==> src/rtl/inst_fetch_port.sv <==
// Instruction fetch port: turns PC-stage fetch requests into single-beat reads
// on a req/gnt/rvalid bus and presents the returned word to IF/ID.
module inst_fetch_port #(
  parameter int ADDR_W = 32,
  parameter int DATA_W = 32
) (
  input  logic              clk,
  input  logic              rst,
  input  logic [ADDR_W-1:0] pc_i,
  input  logic              ce_i,
  input  logic [5:0]        stall,
  input  logic              flush,
  output logic [DATA_W-1:0] inst_o,
  output logic [ADDR_W-1:0] inst_pc_o,
  output logic              stallreq_o,
  output logic              mem_req_o,
  output logic [ADDR_W-1:0] mem_addr_o,
  input  logic              mem_gnt_i,
  input  logic              mem_rvalid_i,
  input  logic [DATA_W-1:0] mem_rdata_i
);

  // IDLE    | free to request; stalls PC while ce_i is high
  // WAIT    | request granted, response pending
  // HOLD    | word presented to IF/ID until it is taken or flushed
  // DISCARD | flushed while pending; swallow the stale response
  typedef enum logic [1:0] {IDLE, WAIT, HOLD, DISCARD} state_e;

  state_e            state_q, state_d;
  logic [ADDR_W-1:0] addr_buf_q, addr_buf_d;
  logic [DATA_W-1:0] data_buf_q, data_buf_d;

  // Only stall[1] (IF/ID hold) matters to this stage.
  logic unused_stall;
  assign unused_stall = ^{stall[5:2], stall[0]};

  assign mem_req_o  = (state_q == IDLE) && ce_i && !flush;
  assign mem_addr_o = pc_i;
  assign stallreq_o = ((state_q == IDLE) && ce_i) || (state_q == WAIT);
  assign inst_o     = (state_q == HOLD) ? data_buf_q : '0;
  assign inst_pc_o  = (state_q == HOLD) ? addr_buf_q : '0;

  always_comb begin
    state_d    = state_q;
    addr_buf_d = addr_buf_q;
    data_buf_d = data_buf_q;
    unique case (state_q)
      IDLE: begin
        if (mem_req_o && mem_gnt_i) begin
          addr_buf_d = pc_i;
          state_d    = WAIT;
        end
      end
      WAIT: begin
        if (mem_rvalid_i) begin
          if (flush) begin
            state_d = IDLE;
          end else begin
            data_buf_d = mem_rdata_i;
            state_d    = HOLD;
          end
        end else if (flush) begin
          state_d = DISCARD;
        end
      end
      HOLD: begin
        if (flush || !stall[1]) begin
          data_buf_d = '0;
          addr_buf_d = '0;
          state_d    = IDLE;
        end
      end
      DISCARD: begin
        if (mem_rvalid_i) state_d = IDLE;
      end
      default: state_d = IDLE;
    endcase
  end

  always_ff @(posedge clk) begin
    if (rst) begin
      state_q    <= IDLE;
      addr_buf_q <= '0;
      data_buf_q <= '0;
    end else begin
      state_q    <= state_d;
      addr_buf_q <= addr_buf_d;
      data_buf_q <= data_buf_d;
    end
  end

endmodule

==> config.mk <==
export PLATFORM = sky130hd
export DESIGN_NAME = inst_fetch_port
export DESIGN_NICKNAME = d
export VERILOG_FILES = /design/src/rtl/inst_fetch_port.sv
export SDC_FILE = /design/constraint.sdc
export NUM_CORES = 1
export LEC_CHECK = 0
export BUFFER_PORTS_ARGS = -buffer_cell sky130_fd_sc_hd__buf_4
export CAP_MARGIN = 20
export CORE_ASPECT_RATIO = 0.7
export CORE_MARGIN = 2
export CORE_UTILIZATION = 25
export CTS_CLUSTER_DIAMETER = 80
export DETAILED_ROUTE_END_ITERATION = 16
export PLACE_DENSITY_LB_ADDON = 0.15
export SYNTH_ARGS = -nofsm -noshare
export SYNTH_HDL_FRONTEND = slang
export SYNTH_SLANG_ARGS = --single-unit
==> constraint.sdc <==
create_clock -name clk -period 3.6 [get_ports clk]
set_input_delay 0.72 -clock clk [delete_from_list [all_inputs] [get_ports clk]]
set_output_delay 0.72 -clock clk [all_outputs]
set_load 0.05 [all_outputs]
# Yosys cells after proc, flatten, opt, wreduce, memory -nomap -nowiden
# Cells that the tools add are included.
# op_classes
n_reduce_logical	13
muxes	15
n_eq_ne	9
# op_table
cell	count
32-bit 2-to-1 mux	6
32-bit one-hot mux with 2 select lines	2
2-bit 2-to-1 mux	6
2-bit one-hot mux with 4 select lines	1
4-bit AND reduction	2
2-bit != test (second input constant)	3
2-bit equality test (second input constant)	2
2-bit by 1-bit != test with 1-bit output (second input constant)	2
2-bit nonzero test	2
1-bit logical AND	3
3-bit != test (second input constant)	1
3-bit AND reduction	1
2-bit by 1-bit equality test with 1-bit output (second input constant)	1
1-bit logical NOT	2
2-bit logical NOT	1
1-bit logical OR	2
# word_totals
output_inout_bits	98
reg_bits	66

# Depth between registers and ports, before layout
# Gate-level depths: netlist of run 1.
# logic_depth
word_depth	6
mapped_depth	6
mapped_depth_nobuf	3

# Worst setup path before layout of run 1
# OpenSTA, ideal clock, no wires.
# synth_path
path_kind	register to output
startpoint	register state_q[0]
endpoint	output stallreq_o
stages_incl_launch_ff	6
n_path_buf	3
t_arrival_ns	1.579
path_slack_ns	1.301
path_cell_list	dfxtp_1 > buf_6 > clkbuf_1 > buf_2 > nor2_1 > nor2_1
# synth_via
elab_chain_len	3
# synth_lines
item	line	rtl
start: declaration	29	state_e state_q, state_d;
start signal: assignment	86	state_q <= state_d;
2-bit logical NOT	39	assign stallreq_o = ((state_q == IDLE) && ce_i) || (state_q == WAIT);
1-bit logical AND	39	
1-bit logical OR (*)	39	
end: declaration	15	output logic stallreq_o,
# Every way passes the cells marked *; elsewhere a longest branch is shown, timed or not.

# Final worst setup path of run 1
# layout_path
startpoint	register state_q[0]
endpoint	output inst_pc_o[31]
# layout_via
elab_chain_len	2
# layout_lines
item	line	rtl
2-bit equality test	41	assign inst_pc_o = (state_q == HOLD) ? addr_buf_q : '0;
32-bit 2-to-1 mux	41	
end: declaration	14	output logic [ADDR_W-1:0] inst_pc_o,
# No other way between the ends.

==> flow_metrics.py, run 1 <==
metrics = {
    "min_path": {
        "hold_path_class": "register to register",
    },
    "setup_path": {
        "cp_data_required_time_ns": 2.88,
        "worst_setup_path_end_kind": "primary output",
        "crit_fanout": 44,
        "cp_slowest_stage_delay_ns": 0.89,
        "path_delay_family": "flip-flops",
        "cp_launch_type": "register",
        "worst_path_most_repeated_cell": "buf_4",
        "cp.arrival_ns": 1.94,
        "worst_path_cell_trace": "nor2_4 -> buf_4 -> and2_1 -> buf_4",
        "crit_type": "register to primary output",
        "cpMaxStageDelayCell": "dfxtp_2",
        "worstPathBufferInverterCount": 2,
    },
    "global_route": {
        "global_route_wire_length_before_repair_um": 19890,
        "grt_util_all_layers_pct": 14.76,
        "grt_pass1_vias": 3788,
        "grt.overflow.total": 0,
        "grt_antenna_before_repair": 0,
        "grt_max_degree": 67,
    },
    "yosys": {
        "synth.top_cells.by_count": "dfxtp_1, and2_1, a21oi_1, buf_4",
        "ys.warnings.count": 0,
        "synth_top_flop_cell": "dfxtp_1",
        "postSynthNetCount": 540,
        "synth.top_cell.area_share_pct": 33.88,
        "synthesis.instances": 464,
        "synth-edff-count": 0,
        "ys_ff_latch": 66,
        "post_synth_main_area_contributors": "dfxtp_1, and2_1, a41oi_1",
        "synth_async_sr_flop_share_pct": 0,
        "distinct_cells_synth": 25,
        "synth_top_area_cell": "dfxtp_1",
        "synthMostInstantiatedCell": "dfxtp_1",
        "synthesis.area_per_instance_um2": 8.405,
        "netlist_area_before_placement_um2": 3900,
        "synth_sequential_area_ratio_pct": 33.88,
    },
    "detailed_routing": {
        "post_drt_wl_per_cell_um": 16.42,
        "vias_after_detailed_routing": 3862,
        "wl_um": 12610,
        "detailedRoute.firstPassIterationCount": 4,
        "ant_nets": 0,
        "via_per_inst": 5.029,
        "detail_route.iter0.violations": 186,
        "drc": 0,
    },
    "place": {
        "routability_cong": 0.7047,
        "placed_area_um2": 5006,
        "port_buffers": 168,
        "dp.final_hpwl_um": 8017,
    },
    "clocking": {
        "h-tree-depth": 3,
        "post-cts-setup-buffers": 0,
        "clock_slew_at_the_register_clock_pins_of_the_worst_setup_and_hold_paths_ns": 0.05,
        "cts_inserted_buffers": 9,
        "tritoncts_num_sinks": 66,
        "cts_resized": 0,
        "insertion_delay_ns": 0.33,
        "cts.path.max_buffers": 2,
        "tritoncts": "yes",
        "cts_hold_repair.buffers": 0,
        "cell_chosen_for_the_clock_root": "clkbuf_16",
    },
    "cells_and_area": {
        "filler_instances": 1624,
        "register_area_um2": 1323,
        "antennaDiodeCount": 0,
        "multiInputGateArea_um2": 2069,
        "finish.instance_area_um2": 5326,
        "synthToLayoutAreaGrowth_pct": 36.57,
        "layout.nets": 639,
        "final_core_utilization_pct": 34.68,
        "layout_cell_share_with_drive_strength_beyond_1_pct": 35.21,
    },
    "pwr": {
        "power.combinational.fraction_pct": 14.5,
        "p_sw_share_pct": 26.48,
        "power_switching_uw": 531.4,
        "static-leakage-power_nw": 2.399,
        "power_density_nw_per_um2": 376.7,
        "power_frac_seq_pct": 38.1,
        "p_clk_share_pct": 47.4,
        "cell_internal_pwr_mw": 1.475,
        "vdd_ir_drop_max_mv": 0.2104,
    },
    "flow_run": {
        "max-cap-violations": 0,
    },
    "die": {
        "fp.dieArea_um2": 16630,
        "floorplan.die.height_um": 108.5,
        "floorplan.die.width_um": 153.3,
        "fp.coreArea_um2": 15360,
        "fp-row-count": 38,
        "initial_utilization_pct": 25.40,
        "boundaryPins": 174,
    },
    "timing": {
        "timing.clock.skew_ns": 0.006849,
        "tns_ns": 0,
        "finalCriticalPeriod_ns": 2.661,
        "rsz_0062_raised_after_global_routing": "false",
        "maxSlewHeadroom_pct": 29.56,
        "setup_viol": 0,
        "max_freq_ghz": 0.3758,
        "layout_worst_path_cycle_share_pct": 73.92,
        "hold_viol": 0,
        "slew_violations": 0,
        "worst-slew-pin-transition_ns": 1.055,
    },
    "status": {
        "run_status": "finished clean",
    },
}
==> sequential cells by signal, summed over array words and instances, names as in the netlist <==
| signal | cells |
|---|---|
| addr_buf_q | 32 |
| state_q | 2 |
| data_buf_q | 32 |
==> metrics by stage <==
stage                     worst slack (ns)  hold WS [ns]  power [mW]  cells
after floorplan                      1.301        0.4460      0.9676    464
after global placement               1.141        0.4557       1.069    752
after detailed placement             1.093        0.4665       1.072    752
after CTS                           0.9015        0.4740       2.036    768
after global routing                0.8134        0.4912       2.081    768
final                               0.9389        0.4716       2.006    768
==> cells by family (layout without fill, tap and decap cells) <==
| kind of cell | count (synthesis) | count (layout) | synth area share [%] |
|---|---|---|---|
| buffers and inverters | 93 | 197 | 13.54 |
| and+or+nand+nor | 173 | 173 | 27.43 |
| AOI/OAI and AO/OA | 132 | 132 | 25.15 |
| DFF | 66 | 66 | 33.88 |
==> path summary, 6_finish.rpt <==
kind / start / depth (start not counted) / endpoint / slack (ns)
max: state_q[0] / 4 / inst_pc_o[31] / 0.94
min: addr_buf_q[10] / 2 / addr_buf_q[10] / 0.47
min reg2reg: addr_buf_q[10] / 2 / addr_buf_q[10] / 0.47
max reg2reg: state_q[0] / 5 / data_buf_q[1] / 1.08
==> layout by cell type, fill, tap and decap left out, drive strengths merged, types with 32 or more instances in the layout <==
cell / count
a21oi: 34
a41oi: 32
and2: 64
and3b: 32
buf: 179
dfxtp: 66
nand2: 32
nand3: 32
o2111ai: 32
o211ai: 32
==> worst reg2reg max path, cell delays in order, from the launching register on <==
cell       delay, ns
dfxtp_2         0.89
buf_4           0.44
nand4bb_1       0.43
buf_4           0.38
o211ai_1        0.14
a21oi_1         0.08
==> power groups by stage <==
stage,combinational [mW],clock (mW),sequential [mW]
6_report,0.290,0.951,0.765
2_1_floorplan,0.197,0,0.771
5_1_grt,0.308,1.01,0.767
4_1_cts,0.292,0.979,0.764
3_5_place_dp,0.292,0,0.780
3_3_place_gp,0.289,0,0.780
==> area by class of cell <==
class                      count  share of cell area [%]
clock buffer                  11                   4.557
inverter                       2                  0.1409
timing repair buffer         179                   25.46
sequential                    66                   24.83
multi-input combinational    305                   38.85
clock inverter                 5                   1.456
tap                          200                   4.698
==> routing by layer <==
layer	share of wire (%)	routed length, um	global-route usage, %
met3	5.4	683	3.407
met1	48	6075	20.17
met2	46	5746	23.69
met5	0	0	0
met4	0.86	108	3.571
Note: power is estimated with default switching activity, not from simulation.
==> run 2: changes to the inputs <==
clock period = 2.53 ns   (was 3.6 ns; I/O delays follow)
==> flow_metrics.py, run 2 (synthesis gave the netlist of run 1 again) <==
metrics = {
    "timing": {
        "layout_worst_path_cycle_share_pct": 93.33,
        "finalCriticalPeriod_ns": 2.361,
        "timing.hold.ws_ns": 0.4238,
        "max_freq_ghz": 0.4235,
        "maxSlewHeadroom_pct": 64.68,
        "hold_viol": 0,
        "tns_ns": 0,
        "rsz_0062_raised_after_global_routing": "false",
        "timing.clock.skew_ns": 0.004130,
        "worst-slew-pin-transition_ns": 0.5268,
        "layout_setup_ws_ns": 0.1687,
        "slew_violations": 0,
        "setup_viol": 0,
    },
    "global_route": {
        "global_route_wire_length_before_repair_um": 19750,
        "grt_pass1_vias": 3656,
        "grt_antenna_before_repair": 0,
        "grt_util_all_layers_pct": 14.60,
        "grt.overflow.total": 0,
        "grt_max_degree": 43,
    },
    "pwr": {
        "power_density_nw_per_um2": 517.9,
        "static-leakage-power_nw": 2.427,
        "vdd_ir_drop_max_mv": 0.2717,
    },
    "cells_and_area": {
        "synthToLayoutAreaGrowth_pct": 38.27,
        "finish.instance_area_um2": 5393,
        "antennaDiodeCount": 0,
        "mostFrequentLayoutCell": "buf_4",
        "layout.nets": 643,
        "layout_cell_share_with_drive_strength_beyond_1_pct": 35.66,
        "layout.cells.most_common_list": "buf_4, dfxtp_1, and2_1, a21oi_1",
        "regs_by_ff_count": "addr_buf_q x32, data_buf_q x32, state_q x2",
    },
    "status": {
        "run_status": "finished clean",
    },
    "setup_path": {
        "cp_data_required_time_ns": 2.02,
        "cp.arrival_ns": 1.86,
        "crit_fanout": 33,
        "cp_launch_type": "register",
        "worst_setup_path_end_kind": "primary output",
        "crit_type": "register to primary output",
    },
    "place": {
        "dp.final_hpwl_um": 8280,
        "placed_area_um2": 5086,
        "dp_worst_setup_slack_ns": 0.5010,
        "port_buffers": 168,
        "routability_cong": 0.7324,
    },
    "clocking": {
        "cts_inserted_buffers": 9,
        "tritoncts": "yes",
        "insertion_delay_ns": 0.32,
        "tritoncts_num_sinks": 66,
        "cell_chosen_for_the_clock_root": "clkbuf_16",
        "cts.path.max_buffers": 2,
        "cts_hold_repair.buffers": 0,
        "post-cts-setup-buffers": 0,
        "clock_slew_at_the_register_clock_pins_of_the_worst_setup_and_hold_paths_ns": 0.06,
        "h-tree-depth": 3,
        "cts_resized": 0,
    },
    "detailed_routing": {
        "ant_nets": 0,
        "wl_um": 12710,
        "vias_after_detailed_routing": 3895,
        "post_drt_wl_per_cell_um": 16.47,
        "via_per_inst": 5.045,
        "detailedRoute.firstPassIterationCount": 6,
        "drc": 0,
        "detail_route.iter0.violations": 232,
        "dr_wl_met3_um": 799,
        "dr.max_layer_used": "met4",
        "wl_met1_um": 6196,
        "met2WireLength_um": 5562,
    },
    "die": {
        "floorplan.die.height_um": 108.5,
        "fp.dieArea_um2": 16630,
        "initial_utilization_pct": 25.40,
        "fp-row-count": 38,
        "fp.coreArea_um2": 15360,
        "floorplan.die.width_um": 153.3,
        "boundaryPins": 174,
    },
    "flow_run": {
        "max-cap-violations": 0,
    },
    "min_path": {
        "hold_path_class": "input pin to register",
    },
}
## run 2: cell types whose count changed in the layout (fill, tap and decap cells not counted), sizes merged
cell and delta:
clkinvlp +1, buf +4, bufinv -1, clkbuf +1, clkinv -1
## run 2: layout make-up
class / count / area (um2)
clock buffers: 12 / 256.5
clock inverters: 4 / 50.05
fillers: 1600 / 9965
inverters: 2 / 7.507
multi-input cells: 305 / 2069
flip-flops and latches: 66 / 1323
well taps: 200 / 250.2
repair buffers: 183 / 1436
## run 2: critical path, stage by stage (launching register included)
cell     delay [ns]
dfxtp_1        0.55
inv_1          0.15
nor2_4         0.11
buf_4          0.30
and2_1         0.20
buf_4          0.20
## run 2: path summary, 6_finish.rpt
kind,startpoint,end,slack [ns],cells past startpoint
max reg2reg,state_q[0],data_buf_q[8],0.70,4
max,state_q[1],inst_o[0],0.17,5
min reg2reg,addr_buf_q[17],addr_buf_q[17],0.47,2
min,pc_i[5],addr_buf_q[5],0.42,3
## run 2: routing by layer
metal | GRT usage, % | vias up
met3 | 4.168 | 13
met4 | 3.704 | 0
met1 | 20.96 | 1856
li1 | - | 1894
met5 | 0 | -
met2 | 21.36 | 132
## run 2: metrics by stage
step	utilization, %	power [mW]	instances
final	35.11	2.793	772
after global routing	35.11	2.907	772
after CTS	35.11	2.834	772
after detailed placement	33.12	1.538	756
after global placement	33.12	1.534	756
after floorplan	-	1.377	464
## run 2: report_power, final
group	total (mW)	internal, mW	leakage [nW]	switching (mW)
combinational	0.430	0.158	1.75	0.272
sequential	1.09	1.07	0.535	0.0202
clock	1.28	0.815	0.145	0.463
==> run 3: changes to the inputs <==
BUFFER_PORTS_ARGS = unset   (was -buffer_cell sky130_fd_sc_hd__buf_4)
DONT_BUFFER_PORTS = 1   (was unset)
==> flow_metrics.py, run 3 (synthesis gave the netlist of run 1 again) <==
metrics = {
    "status": {
        "run_status": "finished clean",
    },
    "timing": {
        "timing.clock.skew_ns": 0.007043,
        "tns_ns": 0,
        "max_freq_ghz": 0.4208,
        "hold_viol": 0,
        "finalCriticalPeriod_ns": 2.377,
        "maxSlewHeadroom_pct": 69.79,
        "slew_violations": 0,
        "setup_viol": 0,
        "worst-slew-pin-transition_ns": 0.4532,
        "layout_worst_path_cycle_share_pct": 93.93,
        "layout_setup_ws_ns": 0.1535,
        "rsz_0062_raised_after_global_routing": "false",
    },
    "cells_and_area": {
        "antennaDiodeCount": 0,
        "multiInputGateArea_um2": 2069,
        "finish.instance_area_um2": 5395,
        "register_area_um2": 1323,
        "layout_cell_share_with_drive_strength_beyond_1_pct": 21.58,
        "final_core_utilization_pct": 35.13,
        "synthToLayoutAreaGrowth_pct": 38.34,
        "layout.nets": 539,
        "layout.cells.non_filler": 668,
        "filler_instances": 1574,
        "layout.cells.most_common_list": "dfxtp_1, buf_12, and2_1, a21oi_1",
        "regs_by_ff_count": "addr_buf_q x32, data_buf_q x32, state_q x2",
    },
    "clocking": {
        "cts_resized": 0,
        "insertion_delay_ns": 0.33,
        "post-cts-setup-buffers": 0,
        "cts_inserted_buffers": 9,
        "tritoncts_num_sinks": 66,
        "h-tree-depth": 3,
        "clock_slew_at_the_register_clock_pins_of_the_worst_setup_and_hold_paths_ns": 0.06,
        "tritoncts": "yes",
        "cts.path.max_buffers": 2,
        "cell_chosen_for_the_clock_root": "clkbuf_16",
        "cts_hold_repair.buffers": 0,
    },
    "detailed_routing": {
        "detailedRoute.firstPassIterationCount": 5,
        "post_drt_wl_per_cell_um": 18.25,
        "vias_after_detailed_routing": 3498,
        "detail_route.iter0.violations": 161,
        "wl_um": 12190,
        "met2WireLength_um": 5321,
        "drc": 0,
        "ant_nets": 0,
        "dr.max_layer_used": "met4",
        "dr_wl_met3_um": 801,
        "wl_met1_um": 5960,
        "via_per_inst": 5.237,
    },
    "die": {
        "fp.coreArea_um2": 15360,
        "fp.dieArea_um2": 16630,
        "floorplan.die.height_um": 108.5,
        "fp-row-count": 38,
        "boundaryPins": 174,
        "initial_utilization_pct": 25.40,
        "floorplan.die.width_um": 153.3,
    },
    "pwr": {
        "power_switching_uw": 603.4,
        "power_density_nw_per_um2": 493.1,
        "p_sw_share_pct": 22.68,
        "p_clk_share_pct": 53.3,
        "static-leakage-power_nw": 2.099,
        "power.combinational.fraction_pct": 6.1,
        "vdd_ir_drop_max_mv": 0.2825,
        "cell_internal_pwr_mw": 2.057,
        "power_frac_seq_pct": 40.6,
    },
    "setup_path": {
        "cp_data_required_time_ns": 2.02,
        "crit_fanout": 33,
        "timing.critical_path.to": "inst_pc_o[22]",
        "worst_path_cell_trace": "inv_1 -> nor2_4 -> buf_4 -> and2_1 -> buf_12",
        "cpMaxStageDelayCell": "dfxtp_1",
        "cp_slowest_stage_delay_ns": 0.55,
        "regToRegStartpoint": "state_q[0]",
        "r2r_end": "data_buf_q[8]",
        "crit_type": "register to primary output",
        "ff2ff_path_depth": 5,
        "cp_launch_type": "register",
        "worst_setup_path_end_kind": "primary output",
        "cp.arrival_ns": 1.87,
        "critPathLaunch": "state_q[1]",
        "rrSetupSlack_ns": 0.69,
    },
    "flow_run": {
        "max-cap-violations": 0,
    },
    "global_route": {
        "grt.overflow.total": 0,
        "grt_util_all_layers_pct": 14.43,
        "grt_antenna_before_repair": 0,
        "global_route_wire_length_before_repair_um": 19020,
        "grt_max_degree": 68,
        "grt_pass1_vias": 3333,
    },
    "place": {
        "dp.final_hpwl_um": 7617,
        "routability_cong": 0.7028,
        "placed_area_um2": 5056,
        "port_buffers": 0,
        "post-place-cells": 652,
        "dp_worst_setup_slack_ns": 0.5071,
    },
    "min_path": {
        "hold_path_class": "input pin to register",
    },
}
[run 3: cell count changes in the layout (fill, tap and decap cells not counted), sizes merged]
| cell | delta |
|---|---|
| bufinv | +1 |
| clkinvlp | -1 |
| buf | -104 |
[run 3: area by class of cell]
| cell class | count | share of cell area [%] |
|---|---|---|
| multi-input cells | 305 | 38.36 |
| repair buffers | 79 | 26.07 |
| flip-flops and latches | 66 | 24.51 |
| clock buffers | 12 | 4.940 |
| well taps | 200 | 4.638 |
| clock inverters | 4 | 1.345 |
| inverters | 2 | 0.1391 |
[run 3: critical path: cells and delay by family (launching register included)]
kind | cells | cell delay [ns]
AND/OR/NAND/NOR | 2 | 0.36
flip-flops | 1 | 0.55
buffers and inverters | 3 | 0.62
[run 3: power by group through the flow]
stage | Combinational [mW] | Clock, mW | Sequential (mW)
2_1_floorplan | 0.280 | 0 | 1.10
3_3_place_gp | 0.161 | 0 | 1.10
3_5_place_dp | 0.163 | 0 | 1.10
4_1_cts | 0.163 | 1.47 | 1.08
5_1_grt | 0.176 | 1.52 | 1.08
6_report | 0.162 | 1.42 | 1.08
[run 3: metal layers]
layer / GRT usage (%) / vias to the layer above
met5: 0 / -
met4: 3.505 / 0
met3: 4.729 / 8
met2: 21.11 / 110
met1: 20.41 / 1703
li1: - / 1677
[run 3: worst min-delay path by stage]
stage                     end  slack (ns)           start  cells past startpoint
6_report       data_buf_q[26]        0.25             rst                      1
5_1_grt         data_buf_q[0]        0.23             rst                      1
4_1_cts         data_buf_q[0]        0.23             rst                      1
3_5_place_dp    addr_buf_q[7]        0.46   addr_buf_q[7]                      2
3_3_place_gp   addr_buf_q[12]        0.46  addr_buf_q[12]                      2
2_1_floorplan  addr_buf_q[27]        0.45  addr_buf_q[27]                      2
[run 3: stage by stage]
step	power, mW	hold WS (ns)
2_1_floorplan	1.377	0.4460
3_3_place_gp	1.263	0.4561
3_5_place_dp	1.266	0.4641
4_1_cts	2.709	0.2308
5_1_grt	2.775	0.2260
6_report	2.660	0.2544
